**src/rtl/ula_arbiter.sv**
```systemverilog
// Round-robin arbiter that shares one combinational ULA among four requesters.
// Latency: WAIT_CYCLES+1 cycles from grant to req_done (1 cycle for a rejected opcode).
// Backpressure: a requester holds req_valid and operands until its req_done pulse; one request in service at a time.
//
// Optional feature: define ULA_ARB_OPCHECK_EN to reject opcodes 4'b0000 and 4'b1101
// without touching the ULA (req_err pulses with req_done, result/flags forced to zero).
//
// Ports:
//   clk, reset_n          single clock, asynchronous active-low reset
//   req_valid[3:0]        per-requester request, bit i = requester i
//   req_op[15:0]          opcode of requester i at [4i+3:4i]
//   req_a/req_b[31:0]     operands of requester i at [8i+7:8i]
//   req_done[3:0]         one-cycle completion pulse for the served requester
//   req_err[3:0]          rejected-opcode indication, valid with req_done
//   rsp_result/rsp_flags  shared result and {V,C,S,Z}, valid while req_done is high
//   ula_operation/ula_operand1/ula_operand2   registered drive of the shared ULA
//   ula_result/ula_flags  combinational ULA outputs
//   busy, grant_id        arbiter occupied / index of the requester being served

module ula_arbiter #(
   parameter int WAIT_CYCLES = 2   // ULA settle time in cycles, legal range 1..7
) (
   input  logic        clk,
   input  logic        reset_n,
   input  logic [3:0]  req_valid,
   input  logic [15:0] req_op,
   input  logic [31:0] req_a,
   input  logic [31:0] req_b,
   output logic [3:0]  req_done,
   output logic [3:0]  req_err,
   output logic [7:0]  rsp_result,
   output logic [3:0]  rsp_flags,
   output logic [3:0]  ula_operation,
   output logic [7:0]  ula_operand1,
   output logic [7:0]  ula_operand2,
   input  logic [7:0]  ula_result,
   input  logic [3:0]  ula_flags,
   output logic        busy,
   output logic [1:0]  grant_id
);

   // Counter reload value; the ULA sees stable operands for WAIT_CYCLES cycles
   // (the load cycle's successor counts down to zero, then the result is captured).
   localparam logic [2:0] WAIT_LOAD = 3'(WAIT_CYCLES - 1);

   typedef enum logic [1:0] {
      IDLE = 2'd0,
      WAIT = 2'd1,
      RESP = 2'd2
   } state_t;

   state_t      state;
   logic [1:0]  rr_ptr;     // first requester to consider at the next grant
   logic [2:0]  wait_cnt;

   // ------------------------------------------------------------------
   // Round-robin selection: first set bit at or above rr_ptr, wrapping 3->0.
   // Scanning from the farthest offset down lets the nearest one win.
   // ------------------------------------------------------------------
   logic        sel_vld;
   logic [1:0]  sel_idx;
   logic [1:0]  cand;

   always_comb begin
      sel_vld = 1'b0;
      sel_idx = rr_ptr;
      cand    = rr_ptr;
      for (int k = 3; k >= 0; k--) begin
         cand = rr_ptr + 2'(k);
         if (req_valid[cand]) begin
            sel_vld = 1'b1;
            sel_idx = cand;
         end
      end
   end

   // Fields of the selected requester.
   logic [3:0]  sel_op;
   logic [7:0]  sel_a;
   logic [7:0]  sel_b;
   logic [3:0]  sel_onehot;

   assign sel_op     = req_op[{sel_idx, 2'b00} +: 4];
   assign sel_a      = req_a[{sel_idx, 3'b000} +: 8];
   assign sel_b      = req_b[{sel_idx, 3'b000} +: 8];
   assign sel_onehot = 4'b0001 << sel_idx;

`ifdef ULA_ARB_OPCHECK_EN
   logic op_reject;
   assign op_reject = (sel_op == 4'b0000) || (sel_op == 4'b1101);
`else
   // Every opcode goes to the ULA; nothing is ever rejected.
   assign req_err = 4'b0000;
`endif

   // ------------------------------------------------------------------
   // Control FSM. All outputs are registered here; req_done/req_err are
   // cleared every cycle and set only on the transition into RESP, which
   // makes them exactly one cycle wide.
   // ------------------------------------------------------------------
   always_ff @(posedge clk or negedge reset_n) begin
      if (!reset_n) begin
         state         <= IDLE;
         rr_ptr        <= 2'd0;
         wait_cnt      <= 3'd0;
         req_done      <= 4'b0000;
`ifdef ULA_ARB_OPCHECK_EN
         req_err       <= 4'b0000;
`endif
         rsp_result    <= 8'h00;
         rsp_flags     <= 4'h0;
         ula_operation <= 4'h0;
         ula_operand1  <= 8'h00;
         ula_operand2  <= 8'h00;
         busy          <= 1'b0;
         grant_id      <= 2'd0;
      end else begin
         req_done <= 4'b0000;
`ifdef ULA_ARB_OPCHECK_EN
         req_err  <= 4'b0000;
`endif
         case (state)
            IDLE: begin
               if (sel_vld) begin
                  grant_id <= sel_idx;
                  busy     <= 1'b1;
`ifdef ULA_ARB_OPCHECK_EN
                  if (op_reject) begin
                     // Rejected opcode: answer next cycle, leave the ULA drive alone.
                     state      <= RESP;
                     req_done   <= sel_onehot;
                     req_err    <= sel_onehot;
                     rsp_result <= 8'h00;
                     rsp_flags  <= 4'h0;
                  end else begin
                     state         <= WAIT;
                     wait_cnt      <= WAIT_LOAD;
                     ula_operation <= sel_op;
                     ula_operand1  <= sel_a;
                     ula_operand2  <= sel_b;
                  end
`else
                  state         <= WAIT;
                  wait_cnt      <= WAIT_LOAD;
                  ula_operation <= sel_op;
                  ula_operand1  <= sel_a;
                  ula_operand2  <= sel_b;
`endif
               end
            end

            WAIT: begin
               if (wait_cnt == 3'd0) begin
                  // ULA has settled: capture and announce completion.
                  rsp_result <= ula_result;
                  rsp_flags  <= ula_flags;
                  req_done   <= 4'b0001 << grant_id;
                  state      <= RESP;
               end else begin
                  wait_cnt <= wait_cnt - 3'd1;
               end
            end

            RESP: begin
               // Requester after the one just served gets first look next time.
               rr_ptr <= grant_id + 2'd1;
               busy   <= 1'b0;
               state  <= IDLE;
            end

            default: begin
               state <= IDLE;
               busy  <= 1'b0;
            end
         endcase
      end
   end

endmodule
```
**config.mk**
```make
export PLATFORM = sky130hd
export DESIGN_NAME = ula_arbiter
export DESIGN_NICKNAME = d
export VERILOG_FILES = /design/src/rtl/ula_arbiter.sv
export SDC_FILE = /design/constraint.sdc
export NUM_CORES = 1
export LEC_CHECK = 0
export CORE_MARGIN = 2
export CORE_UTILIZATION = 39
export DETAILED_ROUTE_END_ITERATION = 7
export HOLD_SLACK_MARGIN = 0.05
export PLACE_DENSITY = 0.78
export RECOVER_POWER = 25
export SETUP_SLACK_MARGIN = 0.5
export SLEW_MARGIN = 20
export SYNTH_ARGS = -nofsm -noshare
export SYNTH_HDL_FRONTEND = slang
export SYNTH_SLANG_ARGS = --single-unit
export TNS_END_PERCENT = 5
```
**constraint.sdc**
```tcl
create_clock -name clk -period 3.55 [get_ports clk]
set_input_delay 0.5325 -clock clk [delete_from_list [all_inputs] [get_ports clk]]
set_output_delay 0.5325 -clock clk [all_outputs]
set_load 0.02 [all_outputs]
```
==> results of run 1 <==
## state kept, by name (all words and copies together), names as in the netlist, 3 cells and up
name           count
rsp_result         8
wait_cnt           3
ula_operand2       8
req_done           4
ula_operand1       8
rsp_flags          4
ula_operation      4
## cell type report
| type | instances | area, µm² | share of cell area [%] |
|---|---|---|---|
| clock inverters | 3 | 23.8 | 0.550 |
| multi-input cells | 167 | 1440 | 33.3 |
| repair buffers | 144 | 1420 | 32.8 |
| flip-flops and latches | 46 | 1150 | 26.7 |
| inverters | 26 | 97.6 | 2.26 |
| clock buffers | 5 | 68.8 | 1.59 |
| well taps | 99 | 124 | 2.87 |
## routing by layer
| layer | track usage [%] | up-vias |
|---|---|---|
| met2 | 31.4 | 85 |
| met4 | 5.56 | 0 |
| li1 | - | 1174 |
| met3 | 4.16 | 8 |
| met1 | 24.7 | 1190 |
| met5 | 0 | - |
## worst max-delay path by stage
stage                     slack [ps]                           end  cells after the start          from
after floorplan                 1770  ula_operation[3]$_DFFE_PN0P_                      7  req_valid[2]
after global placement           900   ula_operand2[2]$_DFFE_PN0P_                      8  req_valid[2]
after detailed placement         830  ula_operation[1]$_DFFE_PN0P_                      8  req_valid[2]
after CTS                       1150   ula_operand1[5]$_DFFE_PN0P_                      8  req_valid[2]
after global routing             600   ula_operand1[5]$_DFFE_PN0P_                      1       reset_n
final                           1130   ula_operand1[5]$_DFFE_PN0P_                      8  req_valid[2]
## where the power goes
| group | leakage (nW) | total, mW | switching (mW) | internal (mW) |
|---|---|---|---|---|
| registers | 0.539 | 0.931 | 0.157 | 0.774 |
| logic | 1.18 | 2.01 | 1.05 | 0.964 |
| clock network | 0.0408 | 0.339 | 0.197 | 0.141 |
## kinds of logic after synthesis
logic type                 share of synthesized area (%)
other                                              0.132
and+or+nand+nor                                     8.44
DFF                                                 40.6
adders and majority gates                           2.65
AOI/OAI and AO/OA                                   26.1
buffers and inverters                               9.54
muxes                                               12.2
xor gates and xnor gates                           0.309
## cell usage after synthesis
| master | n |
|---|---|
| dfrtp_1 | 46 |
| a211oi_2 | 40 |
| inv_1 | 26 |
| nor2_1 | 24 |
| a31oi_1 | 20 |
| mux2i_1 | 20 |
| mux2_2 | 13 |
| buf_4 | 9 |
| clkbuf_1 | 8 |
| ha_1 | 6 |
| nand2_1 | 5 |
| and2_1 | 4 |
| nand2b_1 | 4 |
| nor2b_1 | 4 |
| a21oi_1 | 3 |
| o21ai_0 | 3 |
| a211o_1 | 2 |
| buf_12 | 2 |
| buf_8 | 2 |
| o21ai_1 | 2 |
| a211oi_1 | 1 |
| a21o_1 | 1 |
| a21oi_4 | 1 |
| and3_1 | 1 |
| and3b_1 | 1 |
| buf_2 | 1 |
| conb_1 | 1 |
| nand3_4 | 1 |
| nor2_2 | 1 |
| nor3_1 | 1 |
| o21bai_1 | 1 |
| o2bb2ai_1 | 1 |
| o31ai_1 | 1 |
| or4_4 | 1 |
| xnor2_1 | 1 |
## metrics by stage
stage                     util [%]  cells  power [mW]  worst slack (ps)  hold WS (ps)
final                         60.5    490        3.28              1130           470
after global routing          60.5    490        3.50               598           533
after CTS                     60.5    490        3.32              1150           450
after detailed placement      59.2    482        2.97               832           457
after global placement        59.2    482        2.92               895           455
after floorplan                  -    261        2.28              1770           237
==> results.json, run 1 <==
{
  "outcome": "finished, violations left",
  "violations": "max-capacitance violations, max-slew violations",
  "overflow": 0,
  "clkSinkCount": 46,
  "synth_area_um2": 2830,
  "critPathMaxStageDelay_ps": 470,
  "slew_viol_final": 47,
  "fmax_ghz": 0.413,
  "cts_made_buffers": 5,
  "avgSynthCellArea_um2": 11.0,
  "die_w_um": 89.2,
  "path_buf_inv": 3,
  "final_layout_size_suffix_gt1_share_pct": 19.4,
  "ctsHoldBuffers": 0,
  "start_util_pct": 39.7,
  "grt_max_degree": 47,
  "final_nets": 494,
  "dieHeight_um": 89.2,
  "finalCritPeriodShare_pct": 68.2,
  "vias": 2457,
  "yosysWarnings": 0,
  "synth_area_leaders": "dfrtp_1, a211oi_2, mux2i_1, mux2_2, a31oi_1",
  "path_max_fanout": 21,
  "worst_skew_pair.late_latency_ps": 300,
  "clk_pin_slew_ps": 100,
  "holdPathEnd": "wait_cnt[0]$_DFFE_PN0P_",
  "drt_wl_total_mm": 7.72,
  "cp_top_family": "buffers and inverters",
  "maxUsedRoutingLayer": "met4",
  "period_needed_ps": 2420,
  "layout_common_cells": "clkdlybuf4s50_1, dfrtp_1, a211oi_2",
  "rows": 31,
  "power_per_cell_area_nw_per_um2": 760,
  "holdPathStages": 1,
  "cts_post_setup_buffers_inserted": 0,
  "boundaryPins": 141,
  "vias_per_cell": 5.01,
  "yosysTopAreaCell": "dfrtp_1",
  "grt_pass1_vias": 2416,
  "regToRegStartpoint": "rr_ptr[0]$_DFFE_PN0N_",
  "synth_cell_types": 35,
  "grt_util_all_layers_pct": 18.9,
  "min_path_type": "reg2reg",
  "setup_viol": 0,
  "first_iter_violations": 102,
  "post-synth-top-area-fraction_pct": 40.6,
  "seq_area_frac_synth_pct": 40.6,
  "critPathKind": "in2reg",
  "setup_tns_ps": 0,
  "wire_per_inst_um": 15.8,
  "ff2ff_path_depth": 7,
  "finClkSkew_ps": 11.5,
  "ys_ff_latch": 46,
  "drc": 0,
  "dr.pass1.iters": 4,
  "core_area_um2": 7140,
  "min_from": "wait_cnt[0]$_DFFE_PN0P_",
  "crit_path_end_kind": "flip-flop",
  "ant_nets": 0,
  "num-fill-cells": 638,
  "cpMostUsedCell": "buf_4",
  "cts.repair.resized": 0,
  "ir_drop_uv": 380,
  "final_common_cell": "clkdlybuf4s50_1",
  "worstPathCellList": "clkdlybuf4s50_1, nor2_2, a211o_1, buf_4, and3_2, buf_4, mux2i_1, a211oi_2",
  "die_area_um2": 7960,
  "finalHoldViolCount": 0,
  "worstReg2RegEnd": "ula_operand1[5]$_DFFE_PN0P_",
  "grt_pass1_wl_mm": 11.6,
  "placed_area_um2": 4230,
  "routed-wl-met3_um": 545,
  "rsz0062_at_grt": "no",
  "antenna_found_initial": 0,
  "cts.path.max_buffers": 2,
  "portBuffers": 136,
  "wl_met1_mm": 3.29,
  "cp_data_arrival_time_ps": 2590,
  "cts_tree": "built",
  "drv_cap": 1,
  "area_delta_synth_final_pct": 52.5,
  "diodes": 0,
  "crit_required_ps": 3720,
  "worst_pin_slew_ps": 2480,
  "htreeDepth": 2,
  "gp_congestion": 0.860,
  "slew_headroom_pct": -65.6,
  "cellLeakagePower_nw": 1.76,
  "ff2ff_setup_slack_ps": 1570,
  "cp-start-kind": "input pin",
  "post-dp-hpwl_mm": 5.70,
  "stdcell_area_um2": 4320,
  "slowest_stage": "clkdlybuf4s50_1",
  "root_buffer": "clkbuf_8",
  "wl_met2_mm": 3.80,
  "syn_inst": 258
}
(Power assumes the default switching activity.)
==> run 2, diff against run 1 <==
--- a/config.mk
+++ b/config.mk
@@ -6,7 +6,7 @@
 export NUM_CORES = 1
 export LEC_CHECK = 0
 export CORE_MARGIN = 2
-export CORE_UTILIZATION = 39
+export CORE_UTILIZATION = 37
 export DETAILED_ROUTE_END_ITERATION = 7
 export HOLD_SLACK_MARGIN = 0.05
 export PLACE_DENSITY = 0.78
==> constraint.sdc (replaced) <==
create_clock -name clk -period 2.1 [get_ports clk]
set_input_delay 0.315 -clock clk [delete_from_list [all_inputs] [get_ports clk]]
set_output_delay 0.315 -clock clk [all_outputs]
set_load 0.02 [all_outputs]
==> run 2 against run 1 <==
Against the previous run:
- the flow now finishes without violations
- critical path depth unchanged
- cell count rose by 3.3%
- register-to-register slack got worse by 1200 ps
- die area increased by 5.2%
- largest power group unchanged
==> results.json, run 2 (synthesized netlist as in run 1, its figures left out) <==
{
  "die_area_um2": 8370,
  "drv_cap": 0,
  "period_needed_ps": 1750,
  "cp-start-kind": "flip-flop",
  "grt_max_degree": 25,
  "fmax_ghz": 0.571,
  "ant_nets": 0,
  "p_seq_share_pct": 25.6,
  "grt_pass1_wl_mm": 13.1,
  "clkSinkCount": 46,
  "overflow": 0,
  "regArea_um2": 1150,
  "post-dp-hpwl_mm": 5.76,
  "ir_drop_uv": 610,
  "cts.path.max_buffers": 2,
  "slew_viol_final": 0,
  "setup_tns_ps": 0,
  "finalCritPeriodShare_pct": 83.3,
  "cp_data_arrival_time_ps": 1960,
  "whs_ps": 500,
  "worst_pin_slew_ps": 1210,
  "pwr-share-clk_pct": 10.9,
  "boundaryPins": 141,
  "crit_path_end_kind": "flip-flop",
  "final_layout_size_suffix_gt1_share_pct": 23.3,
  "num-fill-cells": 590,
  "dieHeight_um": 91.5,
  "antenna_found_initial": 0,
  "switching_power_mw": 2.47,
  "critPathMaxStageDelay_ps": 560,
  "htreeDepth": 2,
  "utilization_pct": 62.8,
  "drc": 0,
  "rsz0062_at_grt": "yes",
  "clk_pin_slew_ps": 90,
  "gp_congestion": 0.758,
  "crit_required_ps": 2310,
  "drt_wl_total_mm": 7.99,
  "final_nets": 510,
  "worst_skew_pair.late_latency_ps": 300,
  "swShare_pct": 40.3,
  "grt_pass1_vias": 2756,
  "worstPathCellList": "buf_6, nor3_2, or4_4, nand3_4, buf_12, buf_16, a211oi_2, a211oi_2",
  "setup_viol": 0,
  "die_w_um": 91.5,
  "core_area_um2": 7330,
  "cpMostUsedCell": "a211oi_2",
  "top_regs": "rsp_result (8), ula_operand1 (8), ula_operand2 (8)",
  "slew_headroom_pct": 19.6,
  "critPathKind": "reg2reg",
  "cts_made_buffers": 5,
  "root_buffer": "clkbuf_8",
  "start_util_pct": 38.6,
  "dr.pass1.iters": 4,
  "stdcell_area_um2": 4600,
  "grt_util_all_layers_pct": 19.3,
  "placed_area_um2": 4360,
  "diodes": 0,
  "combPwrFrac_pct": 63.5,
  "slowest_stage": "or4_4",
  "outcome": "finished, final reports clean",
  "finalHoldViolCount": 0,
  "min_path_type": "reg2reg",
  "path_max_fanout": 5,
  "vias_per_cell": 5.04,
  "portBuffers": 136,
  "layout_common_cells": "clkdlybuf4s50_1, dfrtp_1, a211oi_2",
  "power_per_cell_area_nw_per_um2": 1330,
  "rows": 31,
  "cts_tree": "built",
  "vias": 2549,
  "first_iter_violations": 122,
  "wire_per_inst_um": 15.8,
  "cellLeakagePower_nw": 1.91,
  "multi_input_area_um2": 1460,
  "finClkSkew_ps": 7.21,
  "final_common_cell": "clkdlybuf4s50_1",
  "area_delta_synth_final_pct": 62.5,
  "intPower_mw": 3.66
}
## run 2: through the flow
step	setup WS [ps]	cells	total power, mW
final	350	506	6.13
after floorplan	453	261	3.85
after CTS	337	506	6.19
after detailed placement	-63.1	491	5.26
after global placement	0.985	491	5.17
after global routing	250	506	6.52
## run 2: metal layers
metal / GRT usage, % / share of wire, %
met4: 4.42 / 0.51
met3: 4.23 / 7.6
met2: 34.2 / 50
met5: 0 / 0
met1: 23.8 / 42
## run 2: worst max-delay path: cells and delay by family (launching register included)
kind / cells / cell delay [ps]
AND/OR/NAND/NOR: 3 / 750
flip-flops: 1 / 380
buffers and inverters: 3 / 360
AO/OA/AOI/OAI: 2 / 170
## run 2: timing repair
action,in CTS,in global routing
resized for setup,7,3
endpoints found under the hold margin,21,0
hold buffers,1,0
buffers inserted,4,0
cloned,2,0
pin swaps,17,1
setup endpoints to repair,32,66
## run 2: cell type report
cell class | count | area share [%]
clock buffer | 5 | 1.49
clock inverter | 3 | 0.951
inverter | 26 | 2.12
multi-input combinational | 167 | 31.6
sequential | 46 | 25.0
tap | 99 | 2.69
timing repair buffer | 160 | 36.1
## run 2: worst paths after layout
check	from	to	slack [ps]	cells after the start
hold / removal	wait_cnt[0]$_DFFE_PN0P_	wait_cnt[0]$_DFFE_PN0P_	500	1
max in group asynchronous	reset_n	ula_operand1[4]$_DFFE_PN0P_	460	3
hold reg to reg	wait_cnt[0]$_DFFE_PN0P_	wait_cnt[0]$_DFFE_PN0P_	500	1
min in group asynchronous	reset_n	rsp_result[2]$_DFFE_PN0P_	790	2
setup / recovery	rr_ptr[1]$_DFFE_PN0N_	ula_operand2[1]$_DFFE_PN0P_	350	8
setup reg to reg	rr_ptr[1]$_DFFE_PN0N_	ula_operand2[1]$_DFFE_PN0P_	350	8
## run 2: power by group through the flow
| stage | registers, mW | clock network, mW | logic, mW |
|---|---|---|---|
| floorplan | 1.98 | 0 | 1.87 |
| global placement | 1.59 | 0 | 3.59 |
| detailed placement | 1.59 | 0 | 3.66 |
| CTS | 1.57 | 0.694 | 3.92 |
| global route | 1.63 | 0.725 | 4.16 |
| finish | 1.57 | 0.666 | 3.89 |
